`config.mk`:
```
export PLATFORM = sky130hd
export DESIGN_NAME = vector_serializer
export DESIGN_NICKNAME = d
export VERILOG_FILES = /design/src/rtl/stream_pkg.sv /design/src/rtl/beat_counter.sv /design/src/rtl/vector_serializer.sv
export SDC_FILE = /design/constraint.sdc
export NUM_CORES = 1
export LEC_CHECK = 0
export CORE_MARGIN = 8
export CORE_UTILIZATION = 50
export DETAILED_ROUTE_END_ITERATION = 7
export MAX_ROUTING_LAYER = met4
export PLACE_DENSITY_LB_ADDON = 0.12
export SYNTH_ARGS = -nofsm -noshare
export SYNTH_HDL_FRONTEND = slang
export SYNTH_SLANG_ARGS = --single-unit
```
`constraint.sdc`:
```
create_clock -name clk_i -period 1.95 [get_ports clk_i]
set_input_delay 0.39 -clock clk_i [delete_from_list [all_inputs] [get_ports clk_i]]
set_output_delay 0.39 -clock clk_i [all_outputs]
set_load 0.02 [all_outputs]
```
`src/rtl/stream_pkg.sv`:
```
// Shared types and helpers for the stream adapters.
package stream_pkg;

  typedef enum logic [0:0] {
    eIDLE = 1'b0,
    eSEND = 1'b1
  } state_e;

  // Width of a counter that must hold 0..n-1. The width is never below one bit.
  function automatic int unsigned count_width(input int unsigned n);
    return (n > 1) ? $clog2(n) : 1;
  endfunction

endpackage

```
`src/rtl/beat_counter.sv`:
```
// Saturating up-counter 0..LIMIT-1 with synchronous clear and an at-limit flag.
module beat_counter
  import stream_pkg::*;
#(
  parameter int unsigned LIMIT = 8,
  localparam int unsigned CW = count_width(LIMIT)
) (
  input  logic          clk,
  input  logic          reset_n,
  input  logic          enable,
  input  logic          clear,
  output logic [CW-1:0] count,
  output logic          at_limit
);

  localparam logic [CW-1:0] MAX = CW'(LIMIT - 1);

  // Count register: clear wins over enable, and the count stops at LIMIT-1.
  always_ff @(posedge clk) begin
    if (!reset_n) begin
      count <= '0;
    end else if (clear) begin
      count <= '0;
    end else if (enable && !at_limit) begin
      count <= count + CW'(1);
    end
  end

  assign at_limit = (count == MAX);

endmodule

```
`src/rtl/vector_serializer.sv`:
```
// Parallel-to-serial stream adapter: captures a DEPTH-word vector over a
// valid/ready handshake and emits it one WIDTH-bit word per beat, word 0 first.
module vector_serializer
  import stream_pkg::*;
#(
  parameter int unsigned WIDTH = 16,
  parameter int unsigned DEPTH = 8
) (
  input  logic                   clk_i,
  input  logic                   reset_n_i,
  input  logic [DEPTH*WIDTH-1:0] data_i,
  input  logic                   valid_i,
  output logic                   ready_o,
  output logic [WIDTH-1:0]       data_o,
  output logic                   valid_o,
  output logic                   last_o,
  input  logic                   ready_i
);

  localparam int unsigned CW = count_width(DEPTH);

  state_e                        state;
  state_e                        state_next;
  logic [DEPTH-1:0][WIDTH-1:0]   vec;
  logic [CW-1:0]                 idx;
  logic                          at_last;
  logic                          beat;
  logic                          in_fire;
  logic [WIDTH-1:0]              word;

  assign beat    = valid_o && ready_i;
  assign in_fire = valid_i && ready_o;

  // Beat index: advances on non-final beats and restarts at every capture or final beat.
  beat_counter #(
    .LIMIT (DEPTH)
  ) u_idx (
    .clk      (clk_i),
    .reset_n  (reset_n_i),
    .enable   (beat && !at_last),
    .clear    (in_fire || (beat && at_last)),
    .count    (idx),
    .at_limit (at_last)
  );

  // State register.
  always_ff @(posedge clk_i) begin
    if (!reset_n_i) begin
      state <= eIDLE;
    end else begin
      state <= state_next;
    end
  end

  // Capture register: loaded only when the input handshake fires.
  always_ff @(posedge clk_i) begin
    if (!reset_n_i) begin
      vec <= '0;
    end else if (in_fire) begin
      vec <= data_i;
    end
  end

  // Next-state logic: a final beat either refills from upstream or returns to idle.
  always_comb begin
    state_next = state;
    unique case (state)
      eIDLE: begin
        if (valid_i) state_next = eSEND;
      end
      eSEND: begin
        if (beat && at_last) state_next = valid_i ? eSEND : eIDLE;
      end
      default: state_next = eIDLE;
    endcase
  end

  // A one-word vector has only index 0, so it skips the index mux.
  if (DEPTH == 1) begin : g_single
    assign word = vec[0];
  end else begin : g_multi
    assign word = vec[idx];
  end

  // Output decode from registered state; ready_o also looks at ready_i so a final beat can overlap the next capture.
  always_comb begin
    valid_o = (state == eSEND);
    last_o  = (state == eSEND) && at_last;
    ready_o = (state == eIDLE) || ((state == eSEND) && at_last && ready_i);
    data_o  = word;
  end

endmodule
```
==> impl_metrics.py, run 1 <==
metrics = {
    "clocking": {
        "numClockSinks": 132,
        "cts_hold_buffers": 0,
        "clk_pin_slew_ns": 0.05,
        "cts_tree": "yes",
        "clkLatencyLatePin_ns": 0.42,
        "cts.htree.levels": 4,
        "ctsRootBufferMaster": "clkbuf_16",
        "cts_inserted_buffers": 17,
        "clock_path_buffers": 2,
    },
    "timing": {
        "grt_setup_unrepaired": "true",
        "hold_viol": 0,
        "setup_viol": 112,
        "setup_tns_ns": -10.64,
        "whs_ns": 0.403,
        "peak_clock_frequency_supported_by_timing_mhz": 427,
        "timing.clock.skew_ns": 0.00740,
        "layout_min_cycle_time_ns": 2.34,
        "tightestPinTransition_ns": 0.460,
        "slew_headroom_pct": 69.3,
        "final_period_util_pct": 120,
        "final_worst_path_setup_slack_ns": -0.395,
        "timing.final.max_slew_violations": 0,
    },
    "finish": {
        "finalNonFillerCells": 991,
        "final_design_area_no_fill_sq_um": 9310,
        "n_antenna_cell": 0,
        "final_layout_size_suffix_gt1_share_pct": 19.7,
        "design.final.nets": 943,
        "layout-area-overhead-vs-synth_pct": 48.1,
    },
    "power_and_ir_drop": {
        "leakage_power_nw": 3.79,
        "worst_ir_drop_vdd_mv": 0.597,
        "power_density_nw_per_um2": 783,
        "finalPower_mw": 7.29,
    },
    "yosys": {
        "yosysUniqueCellTypes": 21,
        "fraction_of_the_yosys_area_taken_by_sequential_cells_pct": 42.0,
        "synth.area.top_cells": "dfxtp_1 42%, mux2i_1 21%, nand2_1 15%, mux4_2 9.3%, mux4_1 2.5%",
        "synth_common_cells": "259 x nand2_1, 132 x dfxtp_1, 129 x mux2i_1",
        "synth_cells": 636,
        "synth.top_cell.area_share_pct": 42.0,
        "synth-seq-cells": 132,
        "synth_nets": 770,
        "synth_area_leader_cell": "dfxtp_1",
        "number_of_enable_flip_flop_cells_after_synthesis": 0,
        "synth_async_sr_flop_share_pct": 0,
        "netlist_area_sq_um": 6290,
        "yosys_most_used_dff": "dfxtp_1",
        "synth_most_common_cell": "nand2_1",
        "ys_warn_count": 0,
        "syn_avg_cell_area_sq_um": 9.89,
    },
    "routing": {
        "detailroute.via_count": 5302,
        "drt_first_iter_violations": 422,
        "post_drt_wl_per_cell_microns": 20.0,
        "detail_route.vias_per_cell": 5.35,
        "drt-pass1-iter-count": 5,
        "detail_route.wirelength_microns": 19800,
        "route.detailed.drc": 0,
        "postRouteAntennaNets": 0,
    },
    "critical_path": {
        "worst-endpoint-arrival_ns": 1.95,
        "critPathRequiredTime_ns": 1.56,
        "setup.worst_path.class": "flop to output port",
        "kind_of_end_point_of_the_critical_path": "output port",
        "worst_setup_path_start_kind": "flop",
        "critical_path_peak_fanout": 6,
        "worst_r2r_path_depth": 11,
    },
    "grt": {
        "all_layer_gr_usage_pct": 25.0,
        "globalRouteOverflowTotal": 0,
        "grt_start_max_net_pins": 54,
        "antenna_found_initial": 0,
        "grt_pass1_wl_microns": 29800,
        "first_global_vias": 5507,
    },
    "die": {
        "fp.dieArea_sq_um": 16400,
        "io-pin-count": 151,
        "die_width_microns": 128,
        "initial_core_util_pct": 50.4,
        "core.rowCount": 41,
        "placeable_area_sq_um": 12500,
        "die_height_microns": 128,
    },
    "placed_design": {
        "gp_routability_congestion": 0.938,
        "io_buffer_count": 150,
        "placed_cell_area_sq_um": 8130,
        "dp.cells": 939,
        "hpwl_microns": 13600,
    },
    "worst_hold_path": {
        "timing.hold.worst_path_depth": 3,
        "worst_hold_path_type": "input pin to flop",
    },
    "run_status": {
        "outcome": "finished with violations",
        "failing_checks": "negative setup slack",
    },
    "run": {
        "max_cap_violation_count": 0,
    },
}
## power breakdown
group          switching (mW)  leakage (nW)  total, mW  internal (mW)
Clock                    1.11         0.266       3.03           1.92
Combinational           0.485          2.43       1.24          0.756
Sequential              0.144          1.09       3.01           2.87
Total                    1.74          3.79       7.29           5.55
## cell usage in the layout (no fill, tap or decap), drive strengths merged
cell type / instances
clkinv: 2
a21boi: 1
bufinv: 2
clkinvlp: 1
and2: 1
mux4: 32
o21a: 1
dfxtp: 132
nand2: 259
buf: 70
ha: 2
a21oi: 2
bufbuf: 2
mux2i: 129
clkbuf: 28
nor2: 3
o21ai: 1
mux2: 16
inv: 2
nand4b: 2
clkdlybuf4s50: 131
## sequential cells by signal, indices dropped and copies added (netlist names)
name / flops
u_idx.count: 3
vec: 128
valid_o: 1
## per-stage QoR
step,utilization (%),worst slack [ns]
floorplan,-,0.127
global placement,65.2,-0.386
detailed placement,65.2,-0.414
CTS,73.0,-0.430
global route,74.7,-0.430
finish,74.7,-0.395
## path summary, 6_finish.rpt
kind	from	end	slack [ns]
worst max-delay path	u_idx.count[1]$_SDFFE_PP0P_	data_o[1]	-0.39
worst min register to register	vec[127]$_SDFFE_PN0P_	vec[127]$_SDFFE_PN0P_	0.46
worst max register to register	u_idx.count[1]$_SDFFE_PP0P_	vec[42]$_SDFFE_PN0P_	-0.13
worst min-delay path	reset_n_i	vec[28]$_SDFFE_PN0P_	0.40
## timing repair
item	CTS	global route
gates resized for setup	143	26
setup endpoints to repair	147	137
pin swaps	0	1
gates cloned	8	4
buffers inserted	8	4
## worst max-delay path, cell delays in order, from the launching register on
cell	delay [ns]
dfxtp_4	0.41
buf_8	0.15
mux4_2	0.54
mux2_4	0.30
buf_6	0.13
## cell families after synthesis
family / synth area share, %
AO/OA/AOI/OAI: 0.537
flip-flops: 42.0
AND/OR/NAND/NOR: 16.0
buffers and inverters: 5.19
multiplexers: 35.8
adder cells (fa/ha/maj): 0.398
## layer usage
metal | global-route usage, % | vias up | wire length [microns]
met5 | - | - | 0
met4 | 10.3 | 0 | 506
met3 | 7.20 | 39 | 1610
met2 | 39.1 | 234 | 9360
met1 | 29.8 | 2536 | 8330
li1 | - | 2493 | -
## cell type report
type	count	area, sq um
Multi-Input combinational cell	449	3390
Inverter	2	7.51
Clock buffer	24	472
Clock inverter	5	77.6
Sequential cell	132	2650
Timing Repair Buffer	207	2490
Fill cell	890	3160
Tap cell	172	215
Power figures use the tool's default switching activity.
==> inputs of run 2 (changes only) <==
CORE_MARGIN = not set   (was 8)
==> impl_metrics.py, run 2 (synthesis gave the netlist of run 1 again) <==
metrics = {
    "routing": {
        "drt_first_iter_violations": 408,
        "route.detailed.drc": 2,
        "drt-pass1-iter-count": 7,
        "detail_route.vias_per_cell": 5.34,
        "detail_route.wirelength_microns": 18600,
        "detailroute.via_count": 5260,
        "postRouteAntennaNets": 0,
        "post_drt_wl_per_cell_microns": 18.9,
    },
    "die": {
        "io-pin-count": 151,
        "die_width_microns": 114,
        "initial_core_util_pct": 51.9,
        "die_height_microns": 114,
        "placeable_area_sq_um": 12100,
        "fp.dieArea_sq_um": 13000,
        "core.rowCount": 40,
    },
    "critical_path": {
        "setup.worst_path.class": "flop to output port",
        "standard_cell_with_the_maximum_stage_delay_on_the_critical_path": "mux4_2",
        "kind_of_end_point_of_the_critical_path": "output port",
        "worst-endpoint-arrival_ns": 1.97,
        "path_cells": "buf_12 > mux4_2 > mux2_4 > buf_6",
        "worst_setup_path_start_kind": "flop",
        "critical_path_peak_fanout": 7,
        "critPathRequiredTime_ns": 1.56,
        "worst_path_largest_cell_delay_ns": 0.54,
    },
    "finish": {
        "largest_register": "vec",
        "final_layout_size_suffix_gt1_share_pct": 19.1,
        "design.final.nets": 938,
        "n_antenna_cell": 0,
        "fillCellCount": 852,
        "layout-area-overhead-vs-synth_pct": 45.0,
        "final_design_area_no_fill_sq_um": 9120,
        "mostFrequentLayoutCell": "nand2_1",
        "layout_common_cells": "259 x nand2_1, 131 x clkdlybuf4s50_1, 130 x dfxtp_1",
        "multiInputGateArea_sq_um": 3360,
        "largest_register_ff_count": 128,
        "ff_latch_area_sq_um": 2650,
    },
    "timing": {
        "tightestPinTransition_ns": 0.472,
        "layout_min_cycle_time_ns": 2.36,
        "peak_clock_frequency_supported_by_timing_mhz": 423,
        "timing.clock.skew_ns": 0.0101,
        "final_period_util_pct": 121,
        "timing.final.max_slew_violations": 0,
        "grt_setup_unrepaired": "true",
        "slew_headroom_pct": 68.6,
        "setup_viol": 123,
        "hold_viol": 0,
        "final_worst_path_setup_slack_ns": -0.412,
        "whs_ns": 0.421,
    },
    "placed_design": {
        "io_buffer_count": 150,
        "gp_routability_congestion": 0.929,
        "hpwl_microns": 12700,
        "placed_cell_area_sq_um": 8170,
    },
    "grt": {
        "globalRouteOverflowTotal": 0,
        "grt_pass1_wl_microns": 28200,
        "all_layer_gr_usage_pct": 30.7,
        "first_global_vias": 5275,
        "antenna_found_initial": 0,
        "grt_start_max_net_pins": 57,
    },
    "clocking": {
        "numClockSinks": 132,
        "ctsRootBufferMaster": "clkbuf_16",
        "clkLatencyLatePin_ns": 0.42,
        "clk_pin_slew_ns": 0.05,
        "cts_inserted_buffers": 17,
        "cts_hold_buffers": 0,
        "cts_tree": "yes",
        "clock_path_buffers": 2,
        "cts.htree.levels": 4,
    },
    "run_status": {
        "outcome": "finished with violations",
        "failing_checks": "design-rule violations, negative setup slack",
    },
    "worst_hold_path": {
        "worst_hold_path_type": "input pin to flop",
    },
    "run": {
        "max_cap_violation_count": 0,
    },
    "power_and_ir_drop": {
        "worst_ir_drop_vdd_mv": 0.594,
        "power_density_nw_per_um2": 780,
        "leakage_power_nw": 3.74,
    },
}
## run 2: cell count changes in the layout (fill, tap and decap cells not counted), sizes merged
cell      before  now
clkinv         2    9
clkinvlp       1    2
buf           70   65
bufbuf         2    5
clkbuf        28   21
bufinv         2    1
## run 2: repair_timing
item | in CTS | in global routing
gates cloned | 8 | 1
gates resized for setup | 130 | 11
buffers inserted | 4 | 2
pin swaps | 2 | 1
setup endpoints to repair | 145 | 146
## run 2: critical path, delay by kind of cell (launching register included)
kind     cells  cell delay [ns]
buf+inv      2             0.28
flops        1             0.43
mux          2             0.83
## run 2: report_power, final
part	internal, mW	total [mW]	switching (mW)
Combinational	0.724	1.19	0.465
Sequential	2.87	3.02	0.147
Clock	1.73	2.91	1.18
Total	5.32	7.11	1.79
## run 2: path summary, 6_finish.rpt
| check | start | to | slack, ns | cells past startpoint |
|---|---|---|---|---|
| setup reg to reg | u_idx.count[0]$_SDFFE_PP0P_ | vec[116]$_SDFFE_PN0P_ | -0.18 | 10 |
| hold / removal | reset_n_i | vec[29]$_SDFFE_PN0P_ | 0.42 | 3 |
| hold reg to reg | vec[30]$_SDFFE_PN0P_ | vec[30]$_SDFFE_PN0P_ | 0.45 | 2 |
| setup / recovery | u_idx.count[0]$_SDFFE_PP0P_ | data_o[8] | -0.41 | 4 |
## run 2: per-stage QoR
step / setup slack [ns] / cells / setup TNS (ns) / utilization, % / power [mW]
after floorplan: 0.127 / 636 / 0 / - / 3.55
after global placement: -0.344 / 938 / -11.68 / 67.4 / 4.08
after detailed placement: -0.358 / 938 / -22.42 / 67.4 / 4.10
after CTS: -0.386 / 982 / -20.99 / 74.6 / 7.09
after global routing: -0.437 / 985 / -27.47 / 75.3 / 7.35
final: -0.412 / 985 / -17.37 / 75.3 / 7.11
## run 2: metal layers
metal	wire length, microns	vias up	part of all wire [%]	global-route usage (%)
met4	833	0	4.5	14.6
met5	0	-	0	-
met2	8400	266	45	46.9
met1	7820	2473	42	37.5
li1	-	2473	-	-
met3	1580	48	8.5	8.95
## run 2: cell type report
type / count / area share [%]
repair buffers: 202 / 25.9
well taps: 168 / 2.31
clock buffers: 20 / 4.79
clock inverters: 12 / 0.988
multi-input cells: 449 / 36.8
flip-flops and latches: 132 / 29.1
inverters: 2 / 0.0823
